==> config.mk <==
export PLATFORM = sky130hd
export DESIGN_NAME = miss_block_filler
export DESIGN_NICKNAME = d
export VERILOG_FILES = /design/src/rtl/miss_block_filler.sv
export SDC_FILE = /design/constraint.sdc
export NUM_CORES = 1
export LEC_CHECK = 0
export CAP_MARGIN = 40
export CORE_AREA = 2 2 132 262
export DETAILED_ROUTE_END_ITERATION = 6
export DIE_AREA = 0 0 134 264
export PLACE_DENSITY_LB_ADDON = 0.05
export SETUP_SLACK_MARGIN = 0.5
export SLEW_MARGIN = 40
export SYNTH_ARGS = -nofsm -noshare
export SYNTH_HDL_FRONTEND = slang
export SYNTH_SLANG_ARGS = --single-unit
==> constraint.sdc <==
create_clock -name i_clk -period 3.9 [get_ports i_clk]
set_clock_uncertainty 0.1 [all_clocks]
set_input_delay 0.78 -clock i_clk [delete_from_list [all_inputs] [get_ports i_clk]]
set_output_delay 0.78 -clock i_clk [all_outputs]
set_load 0.005 [all_outputs]
==> src/rtl/miss_block_filler.sv <==
// Instruction-cache miss fill engine: takes one miss, requests its block from memory,
// and assembles the returned beats into a full cache block for the extraction stage.
module miss_block_filler #(
    parameter int ADDR_WIDTH = 16,
    parameter int BEAT_WIDTH = 80
) (
    input  logic                    i_clk,
    input  logic                    i_rst_n,
    input  logic                    i_miss_valid,
    input  logic [ADDR_WIDTH-1:0]   i_miss_addr,
    output logic                    o_miss_ready,
    output logic                    o_mem_req_valid,
    output logic [ADDR_WIDTH-5:0]   o_mem_req_addr,
    input  logic                    i_mem_req_ready,
    input  logic                    i_mem_beat_valid,
    input  logic [BEAT_WIDTH-1:0]   i_mem_beat_data,
    output logic [319:0]            o_block_data,
    output logic [3:0]              o_block_offset,
    output logic [ADDR_WIDTH-5:0]   o_block_addr,
    output logic                    o_valid,
    input  logic                    i_out_ready
);
    localparam int BLOCK_WIDTH = 320;
    localparam int NUM_BEATS   = BLOCK_WIDTH / BEAT_WIDTH;
    localparam int CNT_WIDTH   = 2;

    typedef enum logic [1:0] {IDLE, REQ, FILL, DONE} state_t;

    state_t                  state_reg, state_next;
    logic [CNT_WIDTH-1:0]    cnt_reg;
    logic [ADDR_WIDTH-5:0]   addr_reg;
    logic [3:0]              offset_reg;
    logic                    active_reg;
    logic [BEAT_WIDTH-1:0]   slice_reg [NUM_BEATS];

    logic miss_ready;
    logic req_valid;
    logic block_valid;
    logic accept;
    logic req_taken;
    logic take_beat;

    always_comb begin
        state_next  = state_reg;
        miss_ready  = 1'b0;
        req_valid   = 1'b0;
        block_valid = 1'b0;
        accept      = 1'b0;
        req_taken   = 1'b0;
        take_beat   = 1'b0;
        case (state_reg)
            IDLE: begin
                // active_reg keeps ready low through the reset cycles without a path from i_rst_n
                miss_ready = active_reg;
                accept     = i_miss_valid && active_reg;
                if (accept) state_next = REQ;
            end
            REQ: begin
                req_valid = 1'b1;
                req_taken = i_mem_req_ready;
                if (req_taken) state_next = FILL;
            end
            FILL: begin
                take_beat = i_mem_beat_valid;
                if (take_beat && cnt_reg == CNT_WIDTH'(NUM_BEATS - 1)) state_next = DONE;
            end
            DONE: begin
                block_valid = 1'b1;
                if (i_out_ready) state_next = IDLE;
            end
            default: state_next = IDLE;
        endcase
    end

    always_ff @(posedge i_clk) begin
        if (!i_rst_n) begin
            state_reg  <= IDLE;
            cnt_reg    <= '0;
            addr_reg   <= '0;
            offset_reg <= '0;
            active_reg <= 1'b0;
        end else begin
            state_reg  <= state_next;
            active_reg <= 1'b1;
            if (accept) begin
                addr_reg   <= i_miss_addr[ADDR_WIDTH-1:4];
                offset_reg <= i_miss_addr[3:0];
            end
            if (req_taken)
                cnt_reg <= '0;
            else if (take_beat)
                cnt_reg <= cnt_reg + 1'b1;
        end
    end

    // One register slice per beat position; beat k carries words 4k..4k+3.
    generate
        for (genvar gi = 0; gi < NUM_BEATS; gi++) begin : g_slice
            always_ff @(posedge i_clk) begin
                if (!i_rst_n)
                    slice_reg[gi] <= '0;
                else if (take_beat && cnt_reg == CNT_WIDTH'(gi))
                    slice_reg[gi] <= i_mem_beat_data;
            end
            assign o_block_data[gi*BEAT_WIDTH +: BEAT_WIDTH] = slice_reg[gi];
        end
    endgenerate

    assign o_miss_ready    = miss_ready;
    assign o_mem_req_valid = req_valid;
    assign o_mem_req_addr  = addr_reg;
    assign o_block_addr    = addr_reg;
    assign o_block_offset  = offset_reg;
    assign o_valid         = block_valid;

endmodule
==> run_results.csv, run 1 <==
group,metric,value,unit
drt,vias,7843,
drt,drc_errors,0,
synth,syn_avg_cell_area,16.2,µm²
run_status,status,"completed",
pwr,combPwrFrac,0.126,
drt,routed_wirelength,38200,µm
synth,synth_cells,810,
pwr,p_total,8.50,mW
floorplan,num_rows,95,
synth,synth_seq_cells,341,
cts,clock_path_buffers,3,
sta,hold_viol,0,
synth,synth_cell_types,23,
sta,setup-violations-final,0,
worst_setup_path,crit_arrival,1.96,ns
worst_setup_path,critPathKind,"flop to output pin",
finish,area_growth,44.2,%
drt,drt_iter0_drc,360,
pwr,peakVddDrop,0.325,mV
finish,layout-drive-gt1-share,0.0579,
floorplan,fp.dieW,134,µm
worst_setup_path,path_max_fanout,5,
global_routing,grt_pass1_wl,55300,µm
drt,wl_per_cell,22.2,µm
floorplan,start_util,0.394,
synth,ys_warn_count,0,
cts,cts_buffers,30,
cts,post_cts_resized,0,
global_routing,track_usage,0.213,
min_path,min_path_type,"flop to flop",
finish,final_cell_mix,"452 x clkdlybuf4s50_1, 322 x and2_1, 320 x edfxtp_1, 41 x nand2_1, 31 x clkbuf_16",
place,hpwl,27000,µm
finish,final_nets,1366,
finish,fillers,2755,
worst_setup_path,crit_path_start_kind,"flop",
finish,layout_commonest_cell,"clkdlybuf4s50_1",
pwr,pwr-share-seq,0.509,
sta,rsz0062_at_grt,"false",
floorplan,ios,453,
sta,min_period,2.84,ns
worst_setup_path,rr_worst_depth,6,
pwr,p_sw_frac,0.223,
cts,cts_setup_buffers,0,
place,routabilityCongestion,0.801,
worst_setup_path,crit_slowest_cell,"clkdlybuf4s50_1",
pwr,power.density,448,nW/µm²
pwr,intPower,6.61,mW
place,port_buffers,452,
drt,ant_nets,0,
worst_setup_path,crit_path_cell_trace,"inv_1, ha_1, and2_1, clkdlybuf4s50_1",
cts,cts_tree,"yes",
synth,ys_seq_area_frac,0.763,
cts,clk_pin_slew,0.07,ns
global_routing,grt-ovfl-total,0,
pwr,switchingPower,1.90,mW
cts,cts_hold_buf,0,
floorplan,core,33400,µm²
cts,clockRootBuffer,"clkbuf_16",
finish,seq_area,10000,µm²
floorplan,die_area,35400,µm²
sta,tns,0,ns
synth,mappedNetlistNets,921,
min_path,holdPathStages,2,
drt,routed_via_density,4.57,
cts,clk_latency,0.56,ns
drt,drtPass1Iterations,4,
cts,htree_levels,1,
sta,worst_hold_slack,0.363,ns
sta,min_period_over_period,0.728,
global_routing,grt_pass1_vias,8155,
pwr,p_clk_frac,0.366,
job,cap_violations,0,
cts,cts.sinks,341,
global_routing,grt_max_degree,53,
sta,fmax,352,MHz
finish,largest_reg_flops,320,
finish,multi_input_area,2600,µm²
floorplan,die_y,264,µm
worst_setup_path,end_kind,"output pin",
sta,maxSlewViolCount,0,
sta,relSlewSlack,0.513,
pwr,p_leak,6.98,nW
worst_setup_path,worstPathRequired,3.02,ns
synth,syn_area,13100,µm²
sta,tightestPinTransition,0.728,ns
global_routing,antenna_found_initial,3,
worst_setup_path,max_stage_delay,0.50,ns
-- final cells by class --
class,instances,area share
inverter,4,0.000792
multi-input combinational,410,0.137
sequential,341,0.529
tap,436,0.0288
clock buffer,33,0.0413
antenna,1,0.000132
clock inverter,23,0.0127
timing repair buffer,468,0.250
-- path summary, 6_finish.rpt --
check	from	to	slack, ns
min reg2reg	o_block_offset[3]$_SDFFE_PN0P_	o_block_offset[3]$_SDFFE_PN0P_	0.36
max	state_reg[0]$_SDFFE_PN0P_	o_miss_ready	1.06
max reg2reg	state_reg[0]$_SDFFE_PN0P_	slice_reg[0][11]$_SDFFCE_PN0P_	1.52
min	o_block_offset[3]$_SDFFE_PN0P_	o_block_offset[3]$_SDFFE_PN0P_	0.36
-- Yosys cell counts --
master | count | area share
a2111oi_2 | 1 | 0.0011
a211o_1 | 1 | 0.00067
a21boi_0 | 7 | 0.0040
a21boi_1 | 10 | 0.0057
and2_1 | 322 | 0.15
and3_1 | 1 | 0.00048
and3_4 | 4 | 0.0034
buf_2 | 3 | 0.0011
buf_4 | 12 | 0.0069
buf_6 | 37 | 0.032
clkbuf_1 | 3 | 0.00086
dfxtp_1 | 21 | 0.032
edfxtp_1 | 320 | 0.73
ha_1 | 9 | 0.0086
inv_1 | 4 | 0.0011
mux2i_1 | 2 | 0.0015
nand2_1 | 45 | 0.013
nand3_1 | 1 | 0.00038
nor2_1 | 2 | 0.00057
nor2b_1 | 2 | 0.00095
o221a_2 | 1 | 0.00086
or2_2 | 1 | 0.00048
xnor2_1 | 1 | 0.00067
-- cell families (layout without fill, tap and decap cells) --
family / Yosys count / in the layout / share of synthesized area
AO/OA/AOI/OAI: 20 / 20 / 0.0124
XOR/XNOR: 1 / 1 / 0.000666
adder cells (fa/ha/maj): 9 / 9 / 0.00857
buffers and inverters: 59 / 528 / 0.0417
flip-flops: 341 / 341 / 0.763
multiplexers: 2 / 2 / 0.00152
other: 0 / 1 / 0
AND/OR/NAND/NOR: 378 / 378 / 0.172
-- power by group through the flow --
stage | registers, mW | logic (mW) | clock network, mW
finish | 4.32 | 1.07 | 3.11
global route | 4.35 | 1.15 | 3.30
CTS | 4.33 | 1.09 | 3.19
detailed placement | 4.41 | 1.09 | 0
global placement | 4.40 | 1.08 | 0
floorplan | 4.44 | 0.313 | 0
-- metrics by stage --
step | utilization | area, µm² | worst slack (ns) | instances
after global routing | 0.568 | 19000 | 0.952 | 1716
after global placement | 0.537 | 17900 | 0.888 | 1659
after CTS | 0.568 | 19000 | 1.03 | 1715
after detailed placement | 0.537 | 17900 | 0.856 | 1659
after floorplan | - | 13100 | 0.444 | 810
final | 0.568 | 19000 | 1.06 | 1716
-- critical path: cells and delay by family, from the launching register on --
kind / cells / cell delay (ns)
adders and majority gates: 1 / 0.27
DFF: 1 / 0.35
and+or+nand+nor: 1 / 0.16
buffers and inverters: 2 / 0.62
-- metal layers --
metal  vias up  GRT usage  share of wire
li1       3653          -              -
met1      3785      0.212           0.32
met2       330      0.416           0.56
met3        71     0.0514          0.068
met4         4     0.0814          0.042
met5         -          0        0.00045
Note: power is estimated with default switching activity, not from simulation.
==> run 2, diff against run 1 <==
Clock period 3.9 ns to 2.9 ns, I/O delays scaled along.
==> run_results.csv, run 2 (synthesized netlist as in run 1, its figures left out) <==
group,metric,value,unit
worst_setup_path,crit_path_start_kind,"flop",
drt,routed_via_density,4.61,
min_path,min_path_type,"flop to flop",
cts,htree_levels,1,
drt,wl_per_cell,21.4,µm
cts,clk_latency,0.56,ns
sta,rsz0062_at_grt,"false",
sta,fmax,432,MHz
sta,tns,0,ns
finish,final_cell_mix,"450 x clkdlybuf4s50_1, 322 x and2_1, 320 x edfxtp_1, 41 x nand2_1, 31 x clkbuf_16",
place,hpwl,25700,µm
floorplan,die_area,35400,µm²
min_path,min_delay_worst_endpoint,"o_block_offset[2]$_SDFFE_PN0P_",
worst_setup_path,worstPathRequired,2.22,ns
sta,tightestPinTransition,0.671,ns
worst_setup_path,reg2reg_slack,0.78,ns
worst_setup_path,rr_worst_depth,8,
sta,min_period,2.31,ns
floorplan,core,33400,µm²
drt,ant_nets,0,
run_status,status,"completed",
global_routing,grt_pass1_wl,54400,µm
finish,layout_commonest_cell,"clkdlybuf4s50_1",
cts,clock_path_buffers,3,
worst_setup_path,max_stage_delay,0.51,ns
global_routing,grt-ovfl-total,0,
pwr,peakVddDrop,0.708,mV
pwr,p_leak,7.06,nW
worst_setup_path,crit_arrival,1.63,ns
worst_setup_path,crit_slowest_cell,"clkdlybuf4s50_1",
cts,clk_pin_slew,0.07,ns
pwr,power.density,596,nW/µm²
sta,setup-violations-final,0,
worst_setup_path,end_kind,"output pin",
finish,largest_reg_flops,320,
worst_setup_path,worstReg2RegEnd,"slice_reg[0][4]$_SDFFCE_PN0P_",
sta,maxSlewViolCount,0,
global_routing,antenna_found_initial,3,
drt,routed_wirelength,36900,µm
global_routing,grt_pass1_vias,8402,
sta,min_period_over_period,0.798,
global_routing,track_usage,0.208,
worst_setup_path,path_max_fanout,4,
cts,cts_hold_buf,0,
cts,clockRootBuffer,"clkbuf_16",
finish,layout-drive-gt1-share,0.0675,
floorplan,ios,453,
drt,drt_iter0_drc,298,
job,cap_violations,0,
floorplan,die_y,264,µm
place,routabilityCongestion,0.788,
finish,final_nets,1377,
finish,final_cell_area,19100,µm²
worst_setup_path,r2r-start,"state_reg[0]$_SDFFE_PN0P_",
finish,fillers,2718,
floorplan,start_util,0.394,
min_path,hold_start,"o_block_offset[2]$_SDFFE_PN0P_",
place,port_buffers,452,
floorplan,num_rows,95,
cts,cts_tree,"yes",
worst_setup_path,critPathKind,"flop to output pin",
worst_setup_path,crit_path_cell_trace,"ha_1, clkdlybuf4s50_1",
cts,cts_buffers,31,
floorplan,fp.dieW,134,µm
finish,area_growth,45.3,%
sta,hold_viol,0,
worst_setup_path,startpoint,"state_reg[0]$_SDFFE_PN0P_",
drt,drc_errors,0,
place,place_area,18100,µm²
drt,drtPass1Iterations,4,
drt,vias,7956,
cts,cts.sinks,341,
sta,relSlewSlack,0.552,
min_path,holdPathStages,2,
global_routing,grt_max_degree,81,
-- run 2: changes by cell type in the layout (fill, tap and decap cells not counted), sizes merged --
cell           delta
bufinv            -1
clkbuf            +5
clkdlybuf4s50     -2
dlygate4sd2       +2
buf              +10
clkinv            -2
clkinvlp          -2
-- run 2: what timing repair did --
item / 4_1_cts / 5_1_grt
setup endpoints to repair: 2 / 0
setup buffers: 3 / 0
resized for setup: 8 / 0
-- run 2: worst max-delay path, delay by kind of cell (launching register included) --
family	cells	cell delay, ns
buf+inv	1	0.51
flops	1	0.37
fa+ha+maj	1	0.19
-- run 2: report_power, final --
group / internal [mW] / switching (mW) / total, mW
Combinational: 0.848 / 0.653 / 1.50
Clock: 2.31 / 1.76 / 4.07
Sequential: 5.70 / 0.113 / 5.82
Total: 8.87 / 2.52 / 11.4
-- run 2: final cells by class --
type	count	area, µm²	share of cell area
antenna	1	2.50	0.000131
clock buffer	38	802	0.0420
clock inverter	18	189	0.00989
inverter	4	15.0	0.000786
multi-input combinational	410	2610	0.137
sequential	341	10000	0.525
tap	436	546	0.0286
timing repair buffer	478	4900	0.257
-- run 2: metrics by stage --
stage                     utilization  std cells  setup WS [ns]  hold slack, ns  power, mW
after CTS                       0.571       1724          0.560           0.362       11.5
after floorplan                     -        810          0.358           0.351       6.38
after global placement          0.541       1665          0.428           0.344       7.39
after detailed placement        0.541       1665          0.383           0.350       7.39
after global routing            0.572       1726          0.524           0.391       11.8
final                           0.572       1726          0.585           0.360       11.4
-- run 2: how the worst max path moves through the flow --
stage / slack (ns) / end
after floorplan: 0.36 / slice_reg[0][0]$_SDFFCE_PN0P_
after global placement: 0.43 / slice_reg[3][62]$_SDFFCE_PN0P_
after detailed placement: 0.38 / slice_reg[3][4]$_SDFFCE_PN0P_
after CTS: 0.56 / o_valid
after global routing: 0.52 / o_valid
final: 0.59 / o_valid
-- run 2: layer usage --
metal	GRT usage	vias to the layer above	wire, µm
met5	0	-	19
met2	0.393	320	20400
met3	0.0499	73	2660
li1	-	3689	-
met4	0.0903	4	1430
met1	0.213	3870	12400
==> run 3, diff against run 2 <==
Clock period 2.9 ns to 2.38 ns, I/O delays scaled along.
==> run_results.csv, run 3 (synthesized netlist as in run 1, its figures left out) <==
group,metric,value,unit
sta,maxSlewViolCount,0,
floorplan,ios,453,
sta,min_period_over_period,0.833,
sta,min_period,1.98,ns
finish,instances_no_fill,1755,
global_routing,grt_max_degree,51,
cts,clock_path_buffers,3,
sta,fmax,504,MHz
cts,clockRootBuffer,"clkbuf_16",
floorplan,core,33400,µm²
drt,ant_nets,0,
floorplan,die_area,35400,µm²
pwr,power.density,732,nW/µm²
place,hpwl,26600,µm
worst_setup_path,critPathKind,"flop to output pin",
place,port_buffers,452,
finish,largest_reg_flops,320,
run_status,status,"completed",
worst_setup_path,crit_arrival,1.41,ns
worst_setup_path,crit_path_cell_trace,"inv_4, ha_4, and2_4, buf_6",
drt,drtPass1Iterations,4,
worst_setup_path,worstPathRequired,1.80,ns
sta,setup-violations-final,0,
finish,fillers,2810,
global_routing,grt-ovfl-total,0,
finish,layout_commonest_cell,"dlygate4sd2_1",
global_routing,antenna_found_initial,1,
cts,cts_tree,"yes",
sta,hold_viol,0,
min_path,min_path_type,"flop to flop",
job,cap_violations,0,
pwr,p_leak,8.24,nW
global_routing,grt_pass1_vias,8145,
cts,clk_pin_slew,0.07,ns
finish,final_nets,1404,
worst_setup_path,end_kind,"output pin",
finish,layout-drive-gt1-share,0.105,
drt,routed_via_density,4.56,
worst_setup_path,path_max_fanout,5,
cts,cts.sinks,341,
cts,cts_buffers,31,
drt,drc_errors,0,
worst_setup_path,crit_slowest_cell,"dfxtp_4",
floorplan,die_y,264,µm
sta,rsz0062_at_grt,"true",
drt,vias,8011,
place,dp.cells,1671,
worst_setup_path,max_stage_delay,0.38,ns
drt,wl_per_cell,21.8,µm
cts,htree_levels,1,
floorplan,fp.dieW,134,µm
floorplan,num_rows,95,
finish,final_cell_mix,"339 x dlygate4sd2_1, 320 x and2_1, 320 x edfxtp_1, 101 x clkdlybuf4s50_1, 39 x nand2_1",
finish,area_growth,46.2,%
place,routabilityCongestion,0.801,
cts,clk_latency,0.58,ns
sta,tightestPinTransition,0.407,ns
global_routing,grt_pass1_wl,54000,µm
worst_setup_path,crit_path_start_kind,"flop",
floorplan,start_util,0.394,
global_routing,track_usage,0.208,
drt,routed_wirelength,38300,µm
pwr,peakVddDrop,0.694,mV
pwr,p_total,14.1,mW
sta,relSlewSlack,0.728,
drt,drt_iter0_drc,402,
-- run 3: cell types whose count changed in the layout (fill, tap and decap cells not counted), moves of 3 or more --
cell             previous run  this run
nand2_8                     0         4
clkdlybuf4s50_1           450       101
clkbuf_16                  31        35
dfxtp_1                    19         8
clkdlybuf4s15_1             0         8
buf_16                      0         4
and2_4                      0         3
buf_4                      11        25
buf_6                       0         4
dfxtp_2                     2        11
dlygate4sd2_1               2       339
-- run 3: area by class of cell --
class | instances | area (µm²) | share of cell area
well taps | 436 | 546 | 0.0284
diodes | 1 | 2.50 | 0.000130
clock inverters | 17 | 204 | 0.0106
multi-input cells | 413 | 2720 | 0.141
inverters | 4 | 20.0 | 0.00104
repair buffers | 502 | 4830 | 0.251
clock buffers | 41 | 855 | 0.0445
flip-flops and latches | 341 | 10100 | 0.523
-- run 3: critical path: cells and delay by family (launching register included) --
kind	cells	cell delay, ns
flip-flops	1	0.38
adder cells (fa/ha/maj)	1	0.17
buffers and inverters	2	0.16
AND/OR/NAND/NOR	1	0.14
-- run 3: final timing paths --
path / start / endpoint / slack, ns / depth (start not counted)
max: state_reg[0]$_SDFFE_PN0P_ / o_miss_ready / 0.40 / 4
min: o_block_offset[3]$_SDFFE_PN0P_ / o_block_offset[3]$_SDFFE_PN0P_ / 0.35 / 2
max reg2reg: state_reg[1]$_SDFFE_PN0P_ / slice_reg[3][60]$_SDFFCE_PN0P_ / 0.50 / 6
min reg2reg: o_block_offset[3]$_SDFFE_PN0P_ / o_block_offset[3]$_SDFFE_PN0P_ / 0.35 / 2
-- run 3: routing by layer --
layer	vias up	share of wire	GRT usage
li1	3749	-	-
met1	3862	0.33	0.207
met2	325	0.56	0.400
met3	75	0.069	0.0510
met4	0	0.042	0.0860
met5	-	0	0
-- run 3: per-stage QoR --
step | util | hold slack (ns) | TNS, ns | setup slack, ns | cell area (µm²)
2_1_floorplan | - | 0.351 | 0 | 0.503 | 13200
3_3_place_gp | 0.546 | 0.341 | -0.0762 | -0.00555 | 18200
3_5_place_dp | 0.546 | 0.347 | -1.30 | -0.0294 | 18200
4_1_cts | 0.567 | 0.318 | 0 | 0.340 | 19000
5_1_grt | 0.575 | 0.353 | 0 | 0.343 | 19200
6_report | 0.576 | 0.349 | 0 | 0.397 | 19200
-- run 3: report_power, final --
part	internal [mW]	switching, mW
sequential	6.95	0.121
combinational	0.924	0.882
clock	2.97	2.21
-- run 3: what timing repair did --
action / CTS / global route
gates resized for setup: 390 / 18
gates cloned: 0 / 6
setup buffers: 5 / 14
pin swaps: 3 / 8
hold buffers: 0 / 0
endpoints found under the setup margin: 944 / 262
hold endpoints to repair: 0 / 0
